--- src/rtl/alu_issue_ctrl_pkg.sv ---
// alu_issue_ctrl_pkg
// Shared definitions for the ALU issue controller and its helpers.
//   - ALU opcode constants (5-bit opcode space, 0..15 defined)
//   - Issue FSM state encoding
//   - Latency counter width and the largest latency it can represent
//   - Opcode class helper used by the latency lookup
package alu_issue_ctrl_pkg;

  localparam logic [4:0] OP_ADD  = 5'd0;
  localparam logic [4:0] OP_ADDC = 5'd1;
  localparam logic [4:0] OP_SUB  = 5'd2;
  localparam logic [4:0] OP_SUBB = 5'd3;
  localparam logic [4:0] OP_MUL  = 5'd4;
  localparam logic [4:0] OP_FADD = 5'd5;
  localparam logic [4:0] OP_FSUB = 5'd6;
  localparam logic [4:0] OP_FMUL = 5'd7;
  localparam logic [4:0] OP_AND  = 5'd8;
  localparam logic [4:0] OP_OR   = 5'd9;
  localparam logic [4:0] OP_XOR  = 5'd10;
  localparam logic [4:0] OP_NAND = 5'd11;
  localparam logic [4:0] OP_NOR  = 5'd12;
  localparam logic [4:0] OP_XNOR = 5'd13;
  localparam logic [4:0] OP_NOT  = 5'd14;
  localparam logic [4:0] OP_NEG  = 5'd15;

  // The counter holds latency-1, so an 8-bit counter covers latencies 1..256.
  localparam int CNT_W   = 8;
  localparam int MAX_LAT = 256;

  typedef enum logic [1:0] {
    IDLE = 2'd0,
    EXEC = 2'd1,
    DONE = 2'd2
  } state_e;

  typedef enum logic [1:0] {
    CLS_INT     = 2'd0,
    CLS_MUL     = 2'd1,
    CLS_FPM     = 2'd2,
    CLS_ILLEGAL = 2'd3
  } op_class_e;

  // The ALU has no FP adder/subtractor, so opcodes 5 and 6 are classed as
  // illegal, as is every opcode in the upper half of the opcode space.
  function automatic op_class_e op_class(input logic [4:0] op);
    op_class_e cls;
    if (op[4]) begin
      cls = CLS_ILLEGAL;
    end else begin
      case (op)
        OP_MUL:          cls = CLS_MUL;
        OP_FMUL:         cls = CLS_FPM;
        OP_FADD, OP_FSUB: cls = CLS_ILLEGAL;
        default:         cls = CLS_INT;
      endcase
    end
    return cls;
  endfunction

endpackage

--- src/rtl/alu_issue_ctrl_lat_lookup.sv ---
// alu_lat_lookup
// Combinational map from ALU opcode to (latency-1, illegal). Shared by the
// issue controller and intended for reuse by hazard logic.
// Ports:
//   opcode_i   in  5      ALU opcode
//   lat_m1_o   out CNT_W  number of enable cycles minus one (0 when illegal)
//   illegal_o  out 1      opcode is unimplemented or out of range
import alu_issue_ctrl_pkg::*;

module alu_lat_lookup #(
  parameter int LAT_INT = 1,
  parameter int LAT_MUL = 4,
  parameter int LAT_FPM = 3
) (
  input  logic [4:0]       opcode_i,
  output logic [CNT_W-1:0] lat_m1_o,
  output logic             illegal_o
);

  // A zero latency would leave the ALU enabled for no cycles at all, and a
  // latency beyond MAX_LAT does not fit the counter; reject both at build time.
  if (LAT_INT < 1 || LAT_INT > MAX_LAT) begin : g_bad_lat_int
    $error("alu_lat_lookup: LAT_INT must be in 1..%0d", MAX_LAT);
  end
  if (LAT_MUL < 1 || LAT_MUL > MAX_LAT) begin : g_bad_lat_mul
    $error("alu_lat_lookup: LAT_MUL must be in 1..%0d", MAX_LAT);
  end
  if (LAT_FPM < 1 || LAT_FPM > MAX_LAT) begin : g_bad_lat_fpm
    $error("alu_lat_lookup: LAT_FPM must be in 1..%0d", MAX_LAT);
  end

  localparam logic [CNT_W-1:0] INT_M1 = CNT_W'(LAT_INT - 1);
  localparam logic [CNT_W-1:0] MUL_M1 = CNT_W'(LAT_MUL - 1);
  localparam logic [CNT_W-1:0] FPM_M1 = CNT_W'(LAT_FPM - 1);

  always_comb begin
    lat_m1_o  = '0;
    illegal_o = 1'b0;
    case (op_class(opcode_i))
      CLS_INT: lat_m1_o = INT_M1;
      CLS_MUL: lat_m1_o = MUL_M1;
      CLS_FPM: lat_m1_o = FPM_M1;
      default: illegal_o = 1'b1;
    endcase
  end

endmodule

--- src/rtl/alu_issue_ctrl.sv ---
// alu_issue_ctrl
// Sequencing stage in front of the 32-bit ALU. Accepts one operation over a
// valid/ready request port, holds the ALU enable for an opcode-dependent
// number of cycles, captures the ALU output and offers it downstream over a
// valid/ready result port. Illegal opcodes skip the ALU and return an error.
// Ports:
//   clk, rst_n                  clock (rising edge), async active-low reset
//   in_valid/in_ready           request handshake
//   in_opcode, in_a, in_b       request opcode and operands
//   out_valid/out_ready         result handshake
//   out_result, out_err         captured result and illegal-opcode flag
//   alu_opcode/alu_a/alu_b      registered drive to the ALU
//   alu_enable                  ALU decoder enable, high only in EXEC
//   alu_out                     ALU result, sampled in the last EXEC cycle
//   busy                        high whenever the FSM is not IDLE
import alu_issue_ctrl_pkg::*;

module alu_issue_ctrl #(
  parameter int WIDTH   = 32,
  parameter int LAT_INT = 1,
  parameter int LAT_MUL = 4,
  parameter int LAT_FPM = 3
) (
  input  logic             clk,
  input  logic             rst_n,
  input  logic             in_valid,
  output logic             in_ready,
  input  logic [4:0]       in_opcode,
  input  logic [WIDTH-1:0] in_a,
  input  logic [WIDTH-1:0] in_b,
  output logic             out_valid,
  input  logic             out_ready,
  output logic [WIDTH-1:0] out_result,
  output logic             out_err,
  output logic [4:0]       alu_opcode,
  output logic [WIDTH-1:0] alu_a,
  output logic [WIDTH-1:0] alu_b,
  output logic             alu_enable,
  input  logic [WIDTH-1:0] alu_out,
  output logic             busy
);

  state_e           state_q, state_d;
  logic [CNT_W-1:0] cnt_q, cnt_d;
  logic [4:0]       op_q, op_d;
  logic [WIDTH-1:0] a_q, a_d;
  logic [WIDTH-1:0] b_q, b_d;
  logic [WIDTH-1:0] res_q, res_d;
  logic             err_q, err_d;

  logic [CNT_W-1:0] lkLatM1;
  logic             lkIllegal;

  alu_lat_lookup #(
    .LAT_INT (LAT_INT),
    .LAT_MUL (LAT_MUL),
    .LAT_FPM (LAT_FPM)
  ) u_lat_lookup (
    .opcode_i  (in_opcode),
    .lat_m1_o  (lkLatM1),
    .illegal_o (lkIllegal)
  );

  always_ff @(posedge clk or negedge rst_n) begin
    if (!rst_n) begin
      state_q <= IDLE;
      cnt_q   <= '0;
      op_q    <= '0;
      a_q     <= '0;
      b_q     <= '0;
      res_q   <= '0;
      err_q   <= 1'b0;
    end else begin
      state_q <= state_d;
      cnt_q   <= cnt_d;
      op_q    <= op_d;
      a_q     <= a_d;
      b_q     <= b_d;
      res_q   <= res_d;
      err_q   <= err_d;
    end
  end

  // The ALU operand registers keep their last values outside EXEC; only
  // alu_enable tells the ALU whether to act on them.
  always_comb begin
    state_d = state_q;
    cnt_d   = cnt_q;
    op_d    = op_q;
    a_d     = a_q;
    b_d     = b_q;
    res_d   = res_q;
    err_d   = err_q;
    case (state_q)
      IDLE: begin
        if (in_valid) begin
          if (lkIllegal) begin
            res_d   = '0;
            err_d   = 1'b1;
            state_d = DONE;
          end else begin
            op_d    = in_opcode;
            a_d     = in_a;
            b_d     = in_b;
            cnt_d   = lkLatM1;
            state_d = EXEC;
          end
        end
      end
      EXEC: begin
        if (cnt_q == '0) begin
          res_d   = alu_out;
          err_d   = 1'b0;
          state_d = DONE;
        end else begin
          cnt_d = cnt_q - CNT_W'(1);
        end
      end
      DONE: begin
        if (out_ready) begin
          state_d = IDLE;
        end
      end
      default: state_d = IDLE;
    endcase
  end

  // Handshake and enable outputs decode straight from the state register so
  // that reset clears them without waiting for a clock.
  always_comb begin
    in_ready   = (state_q == IDLE);
    out_valid  = (state_q == DONE);
    alu_enable = (state_q == EXEC);
    busy       = (state_q != IDLE);
    out_result = res_q;
    out_err    = err_q;
    alu_opcode = op_q;
    alu_a      = a_q;
    alu_b      = b_q;
  end

endmodule

--- config.mk ---
export PLATFORM = sky130hd
export DESIGN_NAME = alu_issue_ctrl
export DESIGN_NICKNAME = d
export VERILOG_FILES = /design/src/rtl/alu_issue_ctrl_pkg.sv /design/src/rtl/alu_issue_ctrl_lat_lookup.sv /design/src/rtl/alu_issue_ctrl.sv
export SDC_FILE = /design/constraint.sdc
export NUM_CORES = 1
export LEC_CHECK = 0
export ABC_CLOCK_PERIOD_IN_PS = 2470
export BUFFER_PORTS_ARGS = -buffer_cell sky130_fd_sc_hd__buf_2
export CAP_MARGIN = 20
export CORE_ASPECT_RATIO = 0.8
export CORE_MARGIN = 8
export CORE_UTILIZATION = 46
export CTS_CLUSTER_SIZE = 8
export DETAILED_ROUTE_END_ITERATION = 6
export GPL_TIMING_DRIVEN = 0
export PLACE_DENSITY = 0.79
export SKIP_CTS_REPAIR_TIMING = 1
export SYNTH_ARGS = -nofsm -noshare
export SYNTH_HDL_FRONTEND = slang
export SYNTH_SLANG_ARGS = --single-unit
--- constraint.sdc ---
create_clock -name clk -period 2.47 [get_ports clk]
set_clock_uncertainty 0.1 [all_clocks]
set_input_delay 0.494 -clock clk [delete_from_list [all_inputs] [get_ports clk]]
set_output_delay 0.494 -clock clk [all_outputs]
set_load 0.1 [all_outputs]
==> metrics <==
status=completed; Final Critical Period=2.35 ns; grt ovf=0; row count=32; critical path peak fanout=10; drt wl/cell=15.4 um; Synth Net Count=554; most common cell in the synthesized netlist=nand2_1; Register-to-Register Path Depth=5; Die H=104 um; CP Data Arrival Time=2.47 ns; Post-synth EDFFs=0; clock slew seen by the registers of the worst setup and hold paths=0.07 ns; ys async rst share=1.00; ratio of cells with drive above 1 in the final layout=0.375; dpl hpwl=9460 um; post-layout net count=774; Synth Register Bits=112; CTS tree=yes; CTS root buf=clkbuf_16; RSZ-0062 raised after global routing=false; final hold slack=0.0251 ns; final wirelength=12200 um; Inserted Diodes=0; CTS buffer count=9; Slew Limit Headroom=0.618; vias=3866; Area growth syn-to-layout=35.6%; Tcrit/Tclk final=0.951; Avg Cell Area, Syn=10.0 um^2; setup ws final=0.122 ns; H-tree depth=3; max_cap viols=0; synth top area cells=dfrtp_1 63%, nand2_1 18%, a22o_1 6.3%; FMAX=426 MHz; cell accounting for the most synthesized area=dfrtp_1; R2R Setup Slk=0.12 ns; residual DRC count=0; Final Hold Vio Count=0; fillers=844; Port Buffers=210; vias in the first global route=4103; initial core utilization=0.467; Top Ports=211; worst skew pair latency=0.34 ns; Die X=126 um; drt pass-1 iters=4; routability congestion estimate from global placement=0.763; Final Cell Area=6030 um^2; worst slack, placed=-0.479 ns; first-pass GRT wire length=20100 um; post-synthesis sequential area ratio=0.630; CP required=2.59 ns; core box area=9530 um^2; initial antenna violation count=0; clk buf depth=2; Mapped Cells=445; Hold WC Path Type=in -> async; Placed Area=5690 um^2; Synth Warn #=0; Synth cell types=33; clk sink count=112; Detail Route Antenna Nets=0; Critical path origin=cnt_q[5]; prevailing post-synth register cell=dfrtp_1; type of origin of the critical path=flop; gr usage total=0.186; setup violators final=0; via-per-instance ratio=4.90; largest net degree at the start of global routing=74; share of the synthesized area in the top cell type=0.630; Worst R2R Start=cnt_q[5]; Setup Total Neg Slack=0 ns; WS Path Type=reg -> reg; Iteration-0 DRC Markers=204; cell area after synthesis=4450 um^2; final slew viol count=0; Tightest Pin Transition=0.571 ns; Commonest cells post-synth=213 x nand2_1, 112 x dfrtp_1, 32 x a22o_1; Setup crit end kind=flop; Crit Reg-Reg Endpoint=out_result[19]; Die Footprint=13100 um^2
[worst max-delay path by stage]
stage	to	slack, ns	cells after the start
floorplan	out_valid	-0.03	2
global placement	alu_a[5]	-0.39	1
detailed placement	alu_b[17]	-0.48	11
CTS	alu_b[17]	-0.12	11
global route	alu_a[21]	0.002	11
finish	out_result[19]	0.12	5
[metrics by stage]
step                 util  instances
floorplan               -        445
global placement    0.594        774
detailed placement  0.597        775
CTS                 0.632        791
global route        0.633        789
finish              0.633        789
[critical path, cell delays in order (launching register included)]
cell      delay [ns]
dfrtp_1         0.41
or4_4           0.60
nor4b_4         0.53
o21bai_4        0.18
buf_6           0.17
a22o_1          0.23
[registers in the layout, summed over array words and instances (netlist names)]
register / count
alu_opcode: 5
out_err: 1
cnt_q: 8
state_q: 2
alu_b: 32
out_result: 32
alu_a: 32
[metal layers]
layer	part of all wire	up-vias	routed length [um]	global-route usage
met5	0	-	0	0
met4	0.016	0	197	0.0583
met3	0.082	17	998	0.0661
met2	0.50	138	6050	0.312
met1	0.40	1837	4920	0.218
li1	-	1874	-	-
[cells by family after synthesis]
kind of cell	Yosys count	share of synthesized area
simple gates	247	0.230
fa+ha+maj	4	0.0112
flops	112	0.630
compound gates	46	0.0849
buf+inv	30	0.0306
mux	6	0.0138
[cell usage in the layout, fill, tap and decap left out, types with 2 or more instances in the layout]
| cell type | instances |
|---|---|
| nand2_1 | 213 |
| buf_2 | 210 |
| dfrtp_1 | 112 |
| a22o_1 | 32 |
| clkbuf_2 | 12 |
| nor2_1 | 9 |
| clkbuf_16 | 9 |
| nand2b_1 | 7 |
| inv_1 | 7 |
| clkbuf_1 | 6 |
| mux2i_1 | 5 |
| a21oi_1 | 4 |
| ha_1 | 4 |
| buf_6 | 3 |
| o21ai_0 | 3 |
| or2_2 | 2 |
| nor2b_1 | 2 |
| o21bai_1 | 2 |
| nor4_1 | 2 |
| or4_1 | 2 |
| bufinv_16 | 2 |
| inv_6 | 2 |
[final cells by class]
class	count	area (um^2)	share of cell area
timing repair buffer	211	1080	0.179
clock buffer	11	243	0.0402
tap	119	149	0.0247
clock inverter	5	86.3	0.0143
sequential	112	2800	0.464
inverter	7	26.3	0.00435
multi-input combinational	303	1530	0.253
buffer	21	118	0.0195
Power is left out: the tool's default activity adds up to more than one toggle a clock period on the data nets, which glitch-free logic cannot reach.
